### src/rtl/if_id_queue_if.sv
// Fetch/decode handshake bundle for the IF/ID instruction queue.
// master: the fetch/decode side driving the queue; slave: the queue itself.
interface if_id_queue_if #(
  parameter int unsigned DEPTH   = 4,
  parameter int unsigned ADDR_W  = 64,
  parameter int unsigned INSTR_W = 32
);
  localparam int unsigned CntW = $clog2(DEPTH) + 1;

  // Fetch side
  logic               enq_valid_F;
  logic               enq_ready_F;
  logic [ADDR_W-1:0]  pc_F;
  logic [INSTR_W-1:0] instr_F;

  // Decode side
  logic               flush_D;
  logic               deq_valid_D;
  logic               deq_ready_D;
  logic [ADDR_W-1:0]  pc_D;
  logic [INSTR_W-1:0] instr_D;

  // Occupancy
  logic [CntW-1:0]    count;

  modport master (
    output enq_valid_F,
    output pc_F,
    output instr_F,
    output flush_D,
    output deq_ready_D,
    input  enq_ready_F,
    input  deq_valid_D,
    input  pc_D,
    input  instr_D,
    input  count
  );

  modport slave (
    input  enq_valid_F,
    input  pc_F,
    input  instr_F,
    input  flush_D,
    input  deq_ready_D,
    output enq_ready_F,
    output deq_valid_D,
    output pc_D,
    output instr_D,
    output count
  );
endinterface

### src/rtl/if_id_queue.sv
// IF/ID instruction queue: circular buffer of {pc, instr} pairs between fetch
// and decode, show-ahead head outputs, whole-queue flush on a taken branch.
// Optional macro IF_ID_QUEUE_BYPASS_EN forwards fetch straight to decode when
// the queue is empty (zero-latency path).
module if_id_queue #(
  parameter int unsigned DEPTH   = 4,
  parameter int unsigned ADDR_W  = 64,
  parameter int unsigned INSTR_W = 32
) (
  input  logic          clk,
  input  logic          reset,
  if_id_queue_if.slave  bus
);
  localparam int unsigned PtrW = $clog2(DEPTH);
  localparam int unsigned CntW = PtrW + 1;

  // Storage
  logic [ADDR_W-1:0]  pc_mem_q    [DEPTH];
  logic [INSTR_W-1:0] instr_mem_q [DEPTH];

  // Pointers and occupancy
  logic [PtrW-1:0] wr_ptr_q, wr_ptr_d;
  logic [PtrW-1:0] rd_ptr_q, rd_ptr_d;
  logic [CntW-1:0] count_q, count_d;

  logic is_full;
  logic is_empty;
  logic enq_ready;
  logic deq_valid;
  logic enq_fire;
  logic deq_fire;
  logic bypass;       // empty queue forwarding the incoming fetch entry
  logic bypass_take;  // forwarded entry consumed, never stored
  logic do_write;
  logic do_read;

  assign is_full   = (count_q == CntW'(DEPTH));
  assign is_empty  = (count_q == '0);
  // Ready depends only on occupancy so fetch never sees a path from decode.
  assign enq_ready = !is_full;

`ifdef IF_ID_QUEUE_BYPASS_EN
  assign bypass      = is_empty && bus.enq_valid_F && !bus.flush_D;
  assign bypass_take = bypass && bus.deq_ready_D;
`else
  assign bypass      = 1'b0;
  assign bypass_take = 1'b0;
`endif

  assign deq_valid = !is_empty || bypass;
  assign enq_fire  = bus.enq_valid_F && enq_ready && !bus.flush_D;
  assign deq_fire  = deq_valid && bus.deq_ready_D && !bus.flush_D;
  assign do_write  = enq_fire && !bypass_take;
  assign do_read   = deq_fire && !bypass_take;

  // Next-state for pointers and count; flush overrides any handshake.
  always_comb begin
    wr_ptr_d = wr_ptr_q;
    rd_ptr_d = rd_ptr_q;
    count_d  = count_q;
    if (bus.flush_D) begin
      wr_ptr_d = '0;
      rd_ptr_d = '0;
      count_d  = '0;
    end else begin
      if (do_write) begin
        wr_ptr_d = wr_ptr_q + PtrW'(1);
      end
      if (do_read) begin
        rd_ptr_d = rd_ptr_q + PtrW'(1);
      end
      case ({do_write, do_read})
        2'b10:   count_d = count_q + CntW'(1);
        2'b01:   count_d = count_q - CntW'(1);
        default: count_d = count_q;
      endcase
    end
  end

  // Pointer and count registers.
  always_ff @(posedge clk or posedge reset) begin
    if (reset) begin
      wr_ptr_q <= '0;
      rd_ptr_q <= '0;
      count_q  <= '0;
    end else begin
      wr_ptr_q <= wr_ptr_d;
      rd_ptr_q <= rd_ptr_d;
      count_q  <= count_d;
    end
  end

  // Entry storage; cleared on reset so nothing from before reset can resurface.
  always_ff @(posedge clk or posedge reset) begin
    if (reset) begin
      for (int i = 0; i < int'(DEPTH); i++) begin
        pc_mem_q[i]    <= '0;
        instr_mem_q[i] <= '0;
      end
    end else if (do_write) begin
      pc_mem_q[wr_ptr_q]    <= bus.pc_F;
      instr_mem_q[wr_ptr_q] <= bus.instr_F;
    end
  end

  // Show-ahead head outputs, forced to zero when nothing is valid.
  always_comb begin
    bus.pc_D    = '0;
    bus.instr_D = '0;
    if (bypass) begin
      bus.pc_D    = bus.pc_F;
      bus.instr_D = bus.instr_F;
    end else if (!is_empty) begin
      bus.pc_D    = pc_mem_q[rd_ptr_q];
      bus.instr_D = instr_mem_q[rd_ptr_q];
    end
  end

  assign bus.enq_ready_F = enq_ready;
  assign bus.deq_valid_D = deq_valid;
  assign bus.count       = count_q;

endmodule
### src/flat_wrapper.sv
// flat-port wrapper written by rule: the top's interface ports become plain ports
module if_id_queue_flat 
#(
  parameter int unsigned DEPTH   = 4,
  parameter int unsigned ADDR_W  = 64,
  parameter int unsigned INSTR_W = 32
)
  (clk, reset, bus_enq_valid_F, bus_pc_F, bus_instr_F, bus_flush_D, bus_deq_ready_D, bus_enq_ready_F, bus_deq_valid_D, bus_pc_D, bus_instr_D, bus_count);
  if_id_queue_if #(.DEPTH(DEPTH), .ADDR_W(ADDR_W), .INSTR_W(INSTR_W)) bus_i ();
  input  logic clk;
  input  logic reset;
  input wire logic [$bits(bus_i.enq_valid_F)-1:0] bus_enq_valid_F;
  input wire logic [$bits(bus_i.pc_F)-1:0] bus_pc_F;
  input wire logic [$bits(bus_i.instr_F)-1:0] bus_instr_F;
  input wire logic [$bits(bus_i.flush_D)-1:0] bus_flush_D;
  input wire logic [$bits(bus_i.deq_ready_D)-1:0] bus_deq_ready_D;
  output wire logic [$bits(bus_i.enq_ready_F)-1:0] bus_enq_ready_F;
  output wire logic [$bits(bus_i.deq_valid_D)-1:0] bus_deq_valid_D;
  output wire logic [$bits(bus_i.pc_D)-1:0] bus_pc_D;
  output wire logic [$bits(bus_i.instr_D)-1:0] bus_instr_D;
  output wire logic [$bits(bus_i.count)-1:0] bus_count;
  assign bus_i.enq_valid_F = bus_enq_valid_F;
  assign bus_i.pc_F = bus_pc_F;
  assign bus_i.instr_F = bus_instr_F;
  assign bus_i.flush_D = bus_flush_D;
  assign bus_i.deq_ready_D = bus_deq_ready_D;
  assign bus_enq_ready_F = bus_i.enq_ready_F;
  assign bus_deq_valid_D = bus_i.deq_valid_D;
  assign bus_pc_D = bus_i.pc_D;
  assign bus_instr_D = bus_i.instr_D;
  assign bus_count = bus_i.count;
  if_id_queue #(.DEPTH(DEPTH), .ADDR_W(ADDR_W), .INSTR_W(INSTR_W)) u_core (.clk(clk), .reset(reset), .bus(bus_i));
endmodule
### config.mk
export PLATFORM = sky130hd
export DESIGN_NAME = if_id_queue_flat
export DESIGN_NICKNAME = d
export VERILOG_FILES = /design/src/rtl/if_id_queue_if.sv /design/src/rtl/if_id_queue.sv /design/src/flat_wrapper.sv
export SDC_FILE = /design/constraint.sdc
export NUM_CORES = 1
export LEC_CHECK = 0
export ABC_AREA = 1
export CORE_AREA = 2 2 261 263
export CTS_CLUSTER_DIAMETER = 120
export CTS_CLUSTER_SIZE = 25
export DETAILED_ROUTE_END_ITERATION = 10
export DIE_AREA = 0 0 263 265
export DONT_BUFFER_PORTS = 1
export PLACE_DENSITY = 0.52
export REMOVE_ABC_BUFFERS = 1
export SETUP_SLACK_MARGIN = 0.3
export SYNTH_ARGS = -nofsm -noshare
export SYNTH_HDL_FRONTEND = slang
export SYNTH_SLANG_ARGS = --single-unit
### constraint.sdc
create_clock -name clk -period 12.15 [get_ports clk]
set_input_delay 0.6075 -clock clk [delete_from_list [all_inputs] [get_ports clk]]
set_output_delay 0.6075 -clock clk [all_outputs]
set_load 0.02 [all_outputs]
## Word-level counts from Yosys, hierarchy flattened

Index checks and enable logic that the tools add are counted.

| storage, ports and cells | value |
|---|---|
| flip-flop bits (word level) | 391 |
| input bits | 101 |
| output and inout bits | 101 |
| word-level logic and storage cells | 55 |

| operators by class | value |
|---|---|
| add/subtract/negate cells | 4 |
| order comparisons | 3 |
| equal/unequal tests | 3 |
| muxes and demuxes | 20 |
| bitwise logic cells | 2 |
| reductions and logical operators | 12 |

Operators with widths:

| cell | number |
|---|---|
| 256-bit bitwise mux | 1 |
| 64-bit 2-to-1 mux | 4 |
| 64-bit binary-select mux with 2-bit select | 1 |
| 128-bit bitwise mux | 1 |
| 64-bit demux with 2-bit select | 1 |
| 32-bit 2-to-1 mux | 4 |
| 32-bit binary-select mux with 2-bit select | 1 |
| 32-bit demux with 2-bit select | 1 |
| 2-bit 2-to-1 mux | 4 |
| 3-bit >= comparator, second input constant | 2 |
| 2-bit inverter with 3-bit output | 2 |
| 3-bit case mux with 2 select lines | 1 |
| 1-bit logical AND | 5 |
| 2-bit by 1-bit adder with 2-bit output, second input constant | 2 |
| 2-bit nonzero test | 2 |
| 3-bit by 1-bit adder with 3-bit output, second input constant | 1 |
| 3-bit equality test, second input constant | 1 |
| 1-bit logical NOT | 3 |
| 3-bit logical NOT | 1 |
| 3-bit by 1-bit less-than comparator with 1-bit output, second input constant | 1 |
| 3-bit 2-to-1 mux | 1 |
| 3-bit nonzero test | 1 |
| 3-bit by 1-bit subtractor with 3-bit output, second input constant | 1 |
| 2-bit by 1-bit equality test with 1-bit output, second input constant | 1 |
| 2-bit equality test, second input constant | 1 |

## Longest topological paths before layout

Gate-level depths: netlist of run 1.

| logic depth | value |
|---|---|
| depth in word-level cells | 7 |
| depth in mapped cells | 11 |
| mapped depth without buffers | 11 |

## Worst setup path after synthesis of run 1

Ideal clock, no wire load.

| timing | value |
|---|---|
| kind | register to output |
| start | reg u_core.count_q[0], in the netlist u_core.bus.count[0] |
| end | out bus_instr_D[0] |
| data arrival time | 1.623 ns |
| data required time | 11.542 ns |
| setup slack | 9.919 ns |
| stages on the path, launching flop included | 7 |
| buffers on the path | 2 |
| path through | dfrtp_1 > nor2_2 > nand2_1 > inv_2 > buf_2 > buf_2 > a21oi_1 |

| on the way | value |
|---|---|
| cells in the longest elaborated chain, start to end | 2 |

Ends and longest elaborated chain:

| what | RTL line | source |
|---|---|---|
| from (decl) | if_id_queue.sv:24 | `logic [CntW-1:0] count_q, count_d;` |
| from (signal assigned) | if_id_queue.sv:89 | `count_q <= count_d;` |
| 3-bit logical NOT | if_id_queue.sv:38 | `assign is_empty = (count_q == '0);` |
| 32-bit 2-to-1 mux | if_id_queue.sv:113 | `end else if (!is_empty) begin` |
| to (decl) | flat_wrapper.sv:20 | `output wire logic [$bits(bus_i.instr_D)-1:0] bus_instr_D;` |

Every way passes these cells.

## Worst setup path in the final report of run 1

| timing | value |
|---|---|
| start | reg u_core.count_q[2], in the netlist u_core.bus.count[2] |
| end | out bus_pc_D[18] |

| on the way | value |
|---|---|
| cells in the longest elaborated chain, start to end | 2 |

Ends and longest elaborated chain:

| what | RTL line | source |
|---|---|---|
| 3-bit logical NOT | if_id_queue.sv:38 |  |
| 64-bit 2-to-1 mux | if_id_queue.sv:113 |  |
| to (decl) | flat_wrapper.sv:19 | `output wire logic [$bits(bus_i.pc_D)-1:0] bus_pc_D;` |

Every way passes these cells.

==> results.cfg, run 1 <==
[logic_synthesis]
synth_edf_count = 0
synthArstFlopShare_pct = 100
synth.largest_area_cell = dfrtp_1
ys_warn_count = 0
synth_common_cells = 399 x nand2_1, 391 x dfrtp_1, 388 x nor2_1
synth_area_leaders = dfrtp_1 53%, nand2_1 8.1%, nor2_1 7.9%
syn_inst = 2140
synth_top_area_share_pct = 52.9
ys_ff_latch = 391
ys_seq_area_share_pct = 52.9
synth_ff_type = dfrtp_1
synth.avg_cell_area_um2 = 8.64
yosysUniqueCellTypes = 24
yosysMostFrequentCell = nand2_1
syn_area_mm2 = 0.0185

[final_layout]
fillers = 7172
fin_nets = 2127
finish.utilization_pct = 28.5
drive_gt1_share_pct = 9.35
fin_cells = 2896
area_growth_pct = 2.98

[global_routing]
grt_pass1_vias = 13300
grt_usage_pct = 13.7
grt_pass1_wl_um = 76700
antenna_found_initial = 2
grt-ovfl-total = 0
grt_max_degree = 123

[drt]
ant_nets = 0
via_per_inst = 4.74
post-route-drc-count = 0
wl_um = 48400
drtIter0Drc = 1248
vias = 13700
wire_per_inst_um = 16.7
dr.pass1.iters = 5

[floorplanning]
die_w_um = 263
io_pins = 202
core.rowCount = 95
core_area_mm2 = 0.0668
start_util_pct = 27.7
dieHeight_um = 265
die-area_mm2 = 0.0697

[power]
vdd_drop_max_v = 0.000101
power_switching_w = 0.00203
pwr-share-seq_pct = 45.7
leakage_nw = 8.62
p_sw_share_pct = 42.6
p_clk_share_pct = 15.5
pwr_density_cell_mw_per_mm2 = 250
p_comb_share_pct = 38.8
p_int_w = 0.00274

[clock_network]
cts_root_buf = clkbuf_16
clockBufferDepth = 3
clk_pin_slew_ns = 0.10
cts_resized = 0
cts_setup_buffers = 0
cts_made_buffers = 19
insertion_delay_ns = 0.55
htreeDepth = 1
cts-hold-fix-buffers = 0
cts.sinks = 391
cts_tree = built

[setup_path]
cp.buffers_inverters = 3
crit_type = reg2out
crit_fanout = 56
crit_path_start_kind = register
cp-end-kind = output port
crit_cells = 5
worstPathCellList = inv_1 -> nand2_1 -> clkinv_2 -> buf_4 -> a21oi_1
max_stage_delay_ns = 0.71
cpMaxStageDelayCell = clkinv_2
critPathArrivalTime_ns = 3.42
critPathRequiredTime_ns = 11.54
critPathTopFamily = buffers and inverters
worst-r2r-cell-count = 7

[sta]
setup_viol = 0
maxSlewViolCount = 0
max-slew-margin-rel_pct = 25.8
period_minus_slack_ns = 4.03
clock.fmax_mhz = 248
finClkSkew_ns = 0.0142
grt_setup_unrepaired = false
fin_crit_sh_pct = 33.2
tns_ns = 0
worst_pin_slew_ns = 1.11
hold_violations = 0

[min_path]
hp-class = in2async

[flow_run]
cap_viol_max_count = 0

[status]
status = completed

[place]
placed_cells = 2873
io_buffers = 0
gp_congestion = 0.749
hpwl_um = 27400
## state kept, by name (all words and copies together), names as in the netlist
name,count
u_core.pc_mem_q,256
u_core.instr_mem_q,128
u_core.bus.count,3
u_core.rd_ptr_q,2
u_core.wr_ptr_q,2
## power groups by stage
stage	clock [W]	sequential [W]	combinational, W
after CTS	0.000777	0.00217	0.00188
after global routing	0.000824	0.00225	0.00210
after detailed placement	0	0.00220	0.00187
after global placement	0	0.00217	0.00183
final	0.000738	0.00218	0.00185
after floorplan	0	0.00216	0.00145
## stage by stage
stage | power (W) | hold WS [ns] | setup WS, ns | instance area (um2)
6_report | 0.00477 | 0.0745 | 8.12 | 19100
5_1_grt | 0.00517 | 0.122 | 7.88 | 19000
4_1_cts | 0.00483 | 0.0883 | 8.02 | 19000
3_5_place_dp | 0.00407 | 0.462 | 8.68 | 18500
3_3_place_gp | 0.00401 | 0.458 | 8.67 | 18500
2_1_floorplan | 0.00362 | 0.448 | 0.673 | 17200
## kinds of logic (layout without fill, tap and decap cells)
kind of cell / count (synthesis) / in the layout / synth area share, %
AO/OA/AOI/OAI: 682 / 682 / 21.2
flip-flops: 391 / 391 / 52.9
AND/OR/NAND/NOR: 797 / 797 / 16.5
XOR/XNOR: 1 / 1 / 0.0474
adder cells (fa/ha/maj): 5 / 5 / 0.379
other: 0 / 1 / 0
buffers and inverters: 264 / 146 / 8.92
## worst paths after layout
kind	start	end	slack (ns)
max in group asynchronous	reset	u_core.pc_mem_q[235]	9.62
min in group clk	bus_flush_D	u_core.bus.count[1]	0.22
worst min-delay path	reset	u_core.pc_mem_q[52]	0.07
worst min register to register	u_core.pc_mem_q[33]	u_core.pc_mem_q[33]	0.48
worst max register to register	u_core.bus.count[0]	u_core.pc_mem_q[175]	9.17
worst max-delay path	u_core.bus.count[2]	bus_pc_D[18]	8.12
## final cells by class
| class | instances | area (um2) | area share (%) |
|---|---|---|---|
| diodes | 1 | 2.50 | 0.0131 |
| well taps | 873 | 1090 | 5.73 |
| clock inverters | 2 | 37.5 | 0.197 |
| flip-flops and latches | 391 | 9790 | 51.4 |
| multi-input cells | 1485 | 7100 | 37.3 |
| inverters | 106 | 412 | 2.16 |
| clock buffers | 20 | 479 | 2.52 |
| repair buffers | 18 | 135 | 0.709 |
## cells in the final DEF (no fill, tap or decap), types with 2 or more instances in the layout
cell       synthesis  final
ha_1               4      4
clkbuf_16          0     19
nand3_1            2      2
dfrtp_1          391    389
inv_1            103    102
nand2_4            6      2
inv_4              0      2
buf_4              1     18
nand2_8            0      4
nor2_1           388    388
o21ai_0          236    236
nand2_1          399    399
o21ai_1          209    209
o21ai_2          136    136
dfrtp_4            0      2
a21oi_1           99     99
## layer usage
layer  vias to the layer above  share of wire, %  GRT usage (%)  wire (um)
met4                         2               1.5           2.16        726
met3                        43               5.8           2.43       2810
met1                      6642                46           18.9      22300
met2                       376                46           22.7      22500
met5                         -             0.021              0         10
li1                       6671                 -              -          -
(Power assumes the default switching activity.)
==> inputs of run 2 (changes only) <==
--- a/config.mk
+++ b/config.mk
@@ -12,7 +12,7 @@
 export DETAILED_ROUTE_END_ITERATION = 10
 export DIE_AREA = 0 0 263 265
 export DONT_BUFFER_PORTS = 1
-export PLACE_DENSITY = 0.52
+export PLACE_DENSITY = 0.5
 export REMOVE_ABC_BUFFERS = 1
 export SETUP_SLACK_MARGIN = 0.3
 export SYNTH_ARGS = -nofsm -noshare
==> constraint.sdc (replaced) <==
create_clock -name clk -period 4.1 [get_ports clk]
set_input_delay 0.205 -clock clk [delete_from_list [all_inputs] [get_ports clk]]
set_output_delay 0.205 -clock clk [all_outputs]
set_load 0.02 [all_outputs]
==> results.cfg, run 2 (synthesis results as in run 1) <==
[final_layout]
fin_nets = 2233
largest_reg_flops = 256
mostFrequentLayoutCell = nand2_1
area_growth_pct = 9.31
fin_cells = 3004
drive_gt1_share_pct = 9.21
final_cell_mix = 399 x nand2_1, 389 x dfrtp_1, 388 x nor2_1, 236 x o21ai_0, 209 x o21ai_1
top_register = u_core.pc_mem_q

[power]
total_power_w = 0.0142
vdd_drop_max_v = 0.000289
leakage_nw = 9.13
pwr_density_cell_mw_per_mm2 = 701

[global_routing]
grt_pass1_vias = 13800
grt_usage_pct = 13.9
grt_max_degree = 128
grt_pass1_wl_um = 78600
grt-ovfl-total = 0
antenna_found_initial = 2

[floorplanning]
start_util_pct = 27.7
die_w_um = 263
die-area_mm2 = 0.0697
io_pins = 202
core.rowCount = 95
core_area_mm2 = 0.0668
dieHeight_um = 265

[setup_path]
crit_type = reg2out
critPathRequiredTime_ns = 3.89
crit_fanout = 41
crit_start = u_core.bus.count[2]
crit_path_start_kind = register
critPathArrivalTime_ns = 3.26
worstReg2RegStart = u_core.bus.count[0]
cp-end-kind = output port

[clock_network]
insertion_delay_ns = 0.55
cts_resized = 0
cts-hold-fix-buffers = 100
cts_setup_buffers = 0
htreeDepth = 1
clk_pin_slew_ns = 0.10
cts_root_buf = clkbuf_16
cts_made_buffers = 19
clockBufferDepth = 3
cts_tree = built
cts.sinks = 391

[sta]
max-slew-margin-rel_pct = 36.4
tns_ns = 0
grt_setup_unrepaired = false
clock.fmax_mhz = 289
timing.hold.ws_ns = 0.0737
finClkSkew_ns = 0.0145
worst_pin_slew_ns = 0.954
setup_viol = 0
fin_crit_sh_pct = 84.4
period_minus_slack_ns = 3.46
maxSlewViolCount = 0
hold_violations = 0

[drt]
wl_um = 48600
post-route-drc-count = 0
drtIter0Drc = 1162
ant_nets = 0
wire_per_inst_um = 16.2
via_per_inst = 4.70
vias = 14100
dr.pass1.iters = 5

[place]
io_buffers = 0
gp_congestion = 0.760
placed_cells = 2879
hpwl_um = 28700

[min_path]
hold_start = bus_deq_ready_D
hp-class = in2reg

[status]
status = completed

[flow_run]
cap_viol_max_count = 0
run 2: changes by cell type in the layout (fill, tap and decap cells not counted):
cell           delta
dlygate4sd3_1   +100
buf_4             -3
clkbuf_8          +1
buf_12            +9
diode_2           +1
clkinvlp_4        -1
clkinv_2          +1
run 2: final timing paths:
check,to,slack [ns],depth (start not counted)
worst min register to register,u_core.pc_mem_q[15],0.48,2
max in group asynchronous,u_core.pc_mem_q[35],2.63,3
min in group asynchronous,u_core.pc_mem_q[172],0.34,2
worst min-delay path,u_core.bus.count[2],0.07,6
worst max-delay path,bus_instr_D[22],0.64,5
worst max register to register,u_core.pc_mem_q[80],1.56,8
run 2: final cells by class:
class	count	area (um2)
Clock inverter	2	35.0
Sequential cell	391	9790
Multi-Input combinational cell	1485	7100
Inverter	106	412
Tap cell	873	1090
Antenna cell	2	5.00
Clock buffer	21	493
Fill cell	7122	46600
Timing Repair Buffer	124	1290
run 2: power breakdown:
group | internal (W) | switching (W) | total (W)
sequential | 0.00552 | 0.000914 | 0.00644
clock | 0.000927 | 0.00126 | 0.00219
combinational | 0.00179 | 0.00377 | 0.00556
run 2: through the flow:
stage	util [%]	worst slack [ns]	instance area, um2
global placement	28.0	1.33	18700
detailed placement	28.0	1.24	18700
global route	30.3	0.447	20200
finish	30.3	0.638	20200
floorplan	-	-6.97	17200
CTS	30.3	0.602	20200
run 2: layer usage:
layer	share of wire [%]	global-route usage, %	up-vias
met3	4.5	1.77	36
met5	0.027	0	-
li1	-	-	6898
met4	1.3	2.61	2
met1	48	19.7	6884
met2	46	22.7	300
run 2: worst max-delay path, cell delays in order, from the launching register on:
cell and delay, ns:
dfrtp_1 0.60, inv_1 0.11, nand2_1 0.26, clkinv_2 0.67, buf_4 0.55, a21oi_1 0.49
==> inputs of run 3 (changes only) <==
==> constraint.sdc (replaced) <==
create_clock -name clk -period 3.4 [get_ports clk]
set_input_delay 0.17 -clock clk [delete_from_list [all_inputs] [get_ports clk]]
set_output_delay 0.17 -clock clk [all_outputs]
set_load 0.02 [all_outputs]
==> results.cfg, run 3 (synthesis results as in run 1) <==
[final_layout]
seq_area_mm2 = 0.00979
fin_nets = 2264
fillers = 7085
area_growth_pct = 11.2
final_cell_mix = 399 x nand2_1, 389 x dfrtp_1, 388 x nor2_1, 236 x o21ai_0, 209 x o21ai_1
largest_reg_flops = 256
n_antenna_cell = 0
top_register = u_core.pc_mem_q
drive_gt1_share_pct = 10.8
finish.instance_area_mm2 = 0.0206
multiInputGateArea_mm2 = 0.00714
mostFrequentLayoutCell = nand2_1

[drt]
post-route-drc-count = 0
wire_per_inst_um = 16.8
drtIter0Drc = 970
dr.pass1.iters = 6
wl_um = 50900
ant_nets = 0
vias = 14400
via_per_inst = 4.73

[setup_path]
crit_fanout = 58
crit_path_start_kind = register
cp.buffers_inverters = 2
critPathArrivalTime_ns = 2.71
critPathRequiredTime_ns = 3.23
worstPathCellList = nor2_2 -> nand2_1 -> clkinv_4 -> buf_12 -> a21oi_1
cp-end-kind = output port
critPathTopFamily = buffers and inverters
max_stage_delay_ns = 0.57
crit_type = reg2out
cpMaxStageDelayCell = dfrtp_1
reg2reg_slack_ns = 1.06

[sta]
clock.fmax_mhz = 348
hold_violations = 0
setup_viol = 0
max-slew-margin-rel_pct = 38.6
grt_setup_unrepaired = false
maxSlewViolCount = 0
finClkSkew_ns = 0.0203
tns_ns = 0
period_minus_slack_ns = 2.88
setup_ws_ns = 0.524
worst_pin_slew_ns = 0.921
fin_crit_sh_pct = 84.6

[floorplanning]
core.rowCount = 95
die_w_um = 263
core_area_mm2 = 0.0668
start_util_pct = 27.7
io_pins = 202
dieHeight_um = 265
die-area_mm2 = 0.0697

[global_routing]
grt-ovfl-total = 0
grt_pass1_vias = 14200
grt.met2_usage_pct = 23.7
grt_usage_pct = 14.6
grtUsageMet3_pct = 2.01
grt_max_degree = 118
grt_pass1_wl_um = 81600
antenna_found_initial = 1
grt-busiest-layer = met2
grtUsageMet1_pct = 20.7

[clock_network]
cts_setup_buffers = 0
clockBufferDepth = 3
insertion_delay_ns = 0.57
clk_pin_slew_ns = 0.10
cts_tree = built
cts_root_buf = clkbuf_16
htreeDepth = 1
cts_made_buffers = 19
cts.sinks = 391

[flow_run]
cap_viol_max_count = 0

[place]
hpwl_um = 31600
gp_congestion = 0.777
dpl_worst_slack_ns = 0.920
io_buffers = 0
dpl-instance-area_mm2 = 0.0190

[status]
status = completed

[power]
leakage_nw = 9.29
pwr_density_cell_mw_per_mm2 = 846
vdd_drop_max_v = 0.000405

[min_path]
hp-class = in2reg
## run 3: changes by cell type in the layout (fill, tap and decap cells not counted), moves of 3 or more
cell,before,now
a21oi_2,0,10
buf_4,15,36
inv_6,0,3
a21oi_1,99,89
buf_12,9,17
## run 3: final timing paths
check                                    start                      to  depth (start not counted)
max                        u_core.bus.count[0]             bus_pc_D[3]                          5
min                            bus_enq_valid_F     u_core.bus.count[2]                          6
max reg2reg                u_core.bus.count[0]     u_core.bus.count[2]                         11
min reg2reg                u_core.pc_mem_q[19]     u_core.pc_mem_q[19]                          2
max in group asynchronous                reset  u_core.instr_mem_q[15]                          3
min in group asynchronous                reset    u_core.pc_mem_q[160]                          2
## run 3: repair_timing
item / in CTS / in global routing
endpoints found under the setup margin: 3 / 14
gates resized for setup: 1 / 11
hold buffers: 102 / 0
endpoints found under the hold margin: 499 / 0
## run 3: final cells by class
class	count	area share [%]
inverter	106	2.03
multi-input combinational	1485	34.7
sequential	391	47.6
timing repair buffer	155	7.93
clock buffer	21	2.35
tap	873	5.31
clock inverter	2	0.0851
## run 3: report_power, final
group          total [W]  leakage, nW  internal [W]  switching (W)
Combinational    0.00700         4.03       0.00231        0.00469
Sequential       0.00783         5.01       0.00666        0.00117
Clock            0.00258        0.246       0.00103        0.00155
Total             0.0174         9.29       0.00999        0.00741
## run 3: worst min-delay path, cell delays in order
cell	delay (ns)
a21boi_0	0.15
nor2_1	0.09
nor2_1	0.09
nor2_1	0.06
nand2_1	0.05
nand2_1	0.04
## run 3: stage by stage
stage	hold slack (ns)	instances	power, W	utilization, %
after CTS	0.0890	3033	0.0176	30.7
after detailed placement	0.289	2908	0.0148	28.5
after global routing	0.181	3033	0.0189	30.8
final	0.126	3033	0.0174	30.8
after floorplan	0.325	1982	0.0129	-
after global placement	0.280	2908	0.0146	28.5
## run 3: metal layers
metal	share of wire, %	wire length, um
met1	48	24400
met2	46	23400
met3	4.5	2300
met4	1.7	867
met5	0.026	13
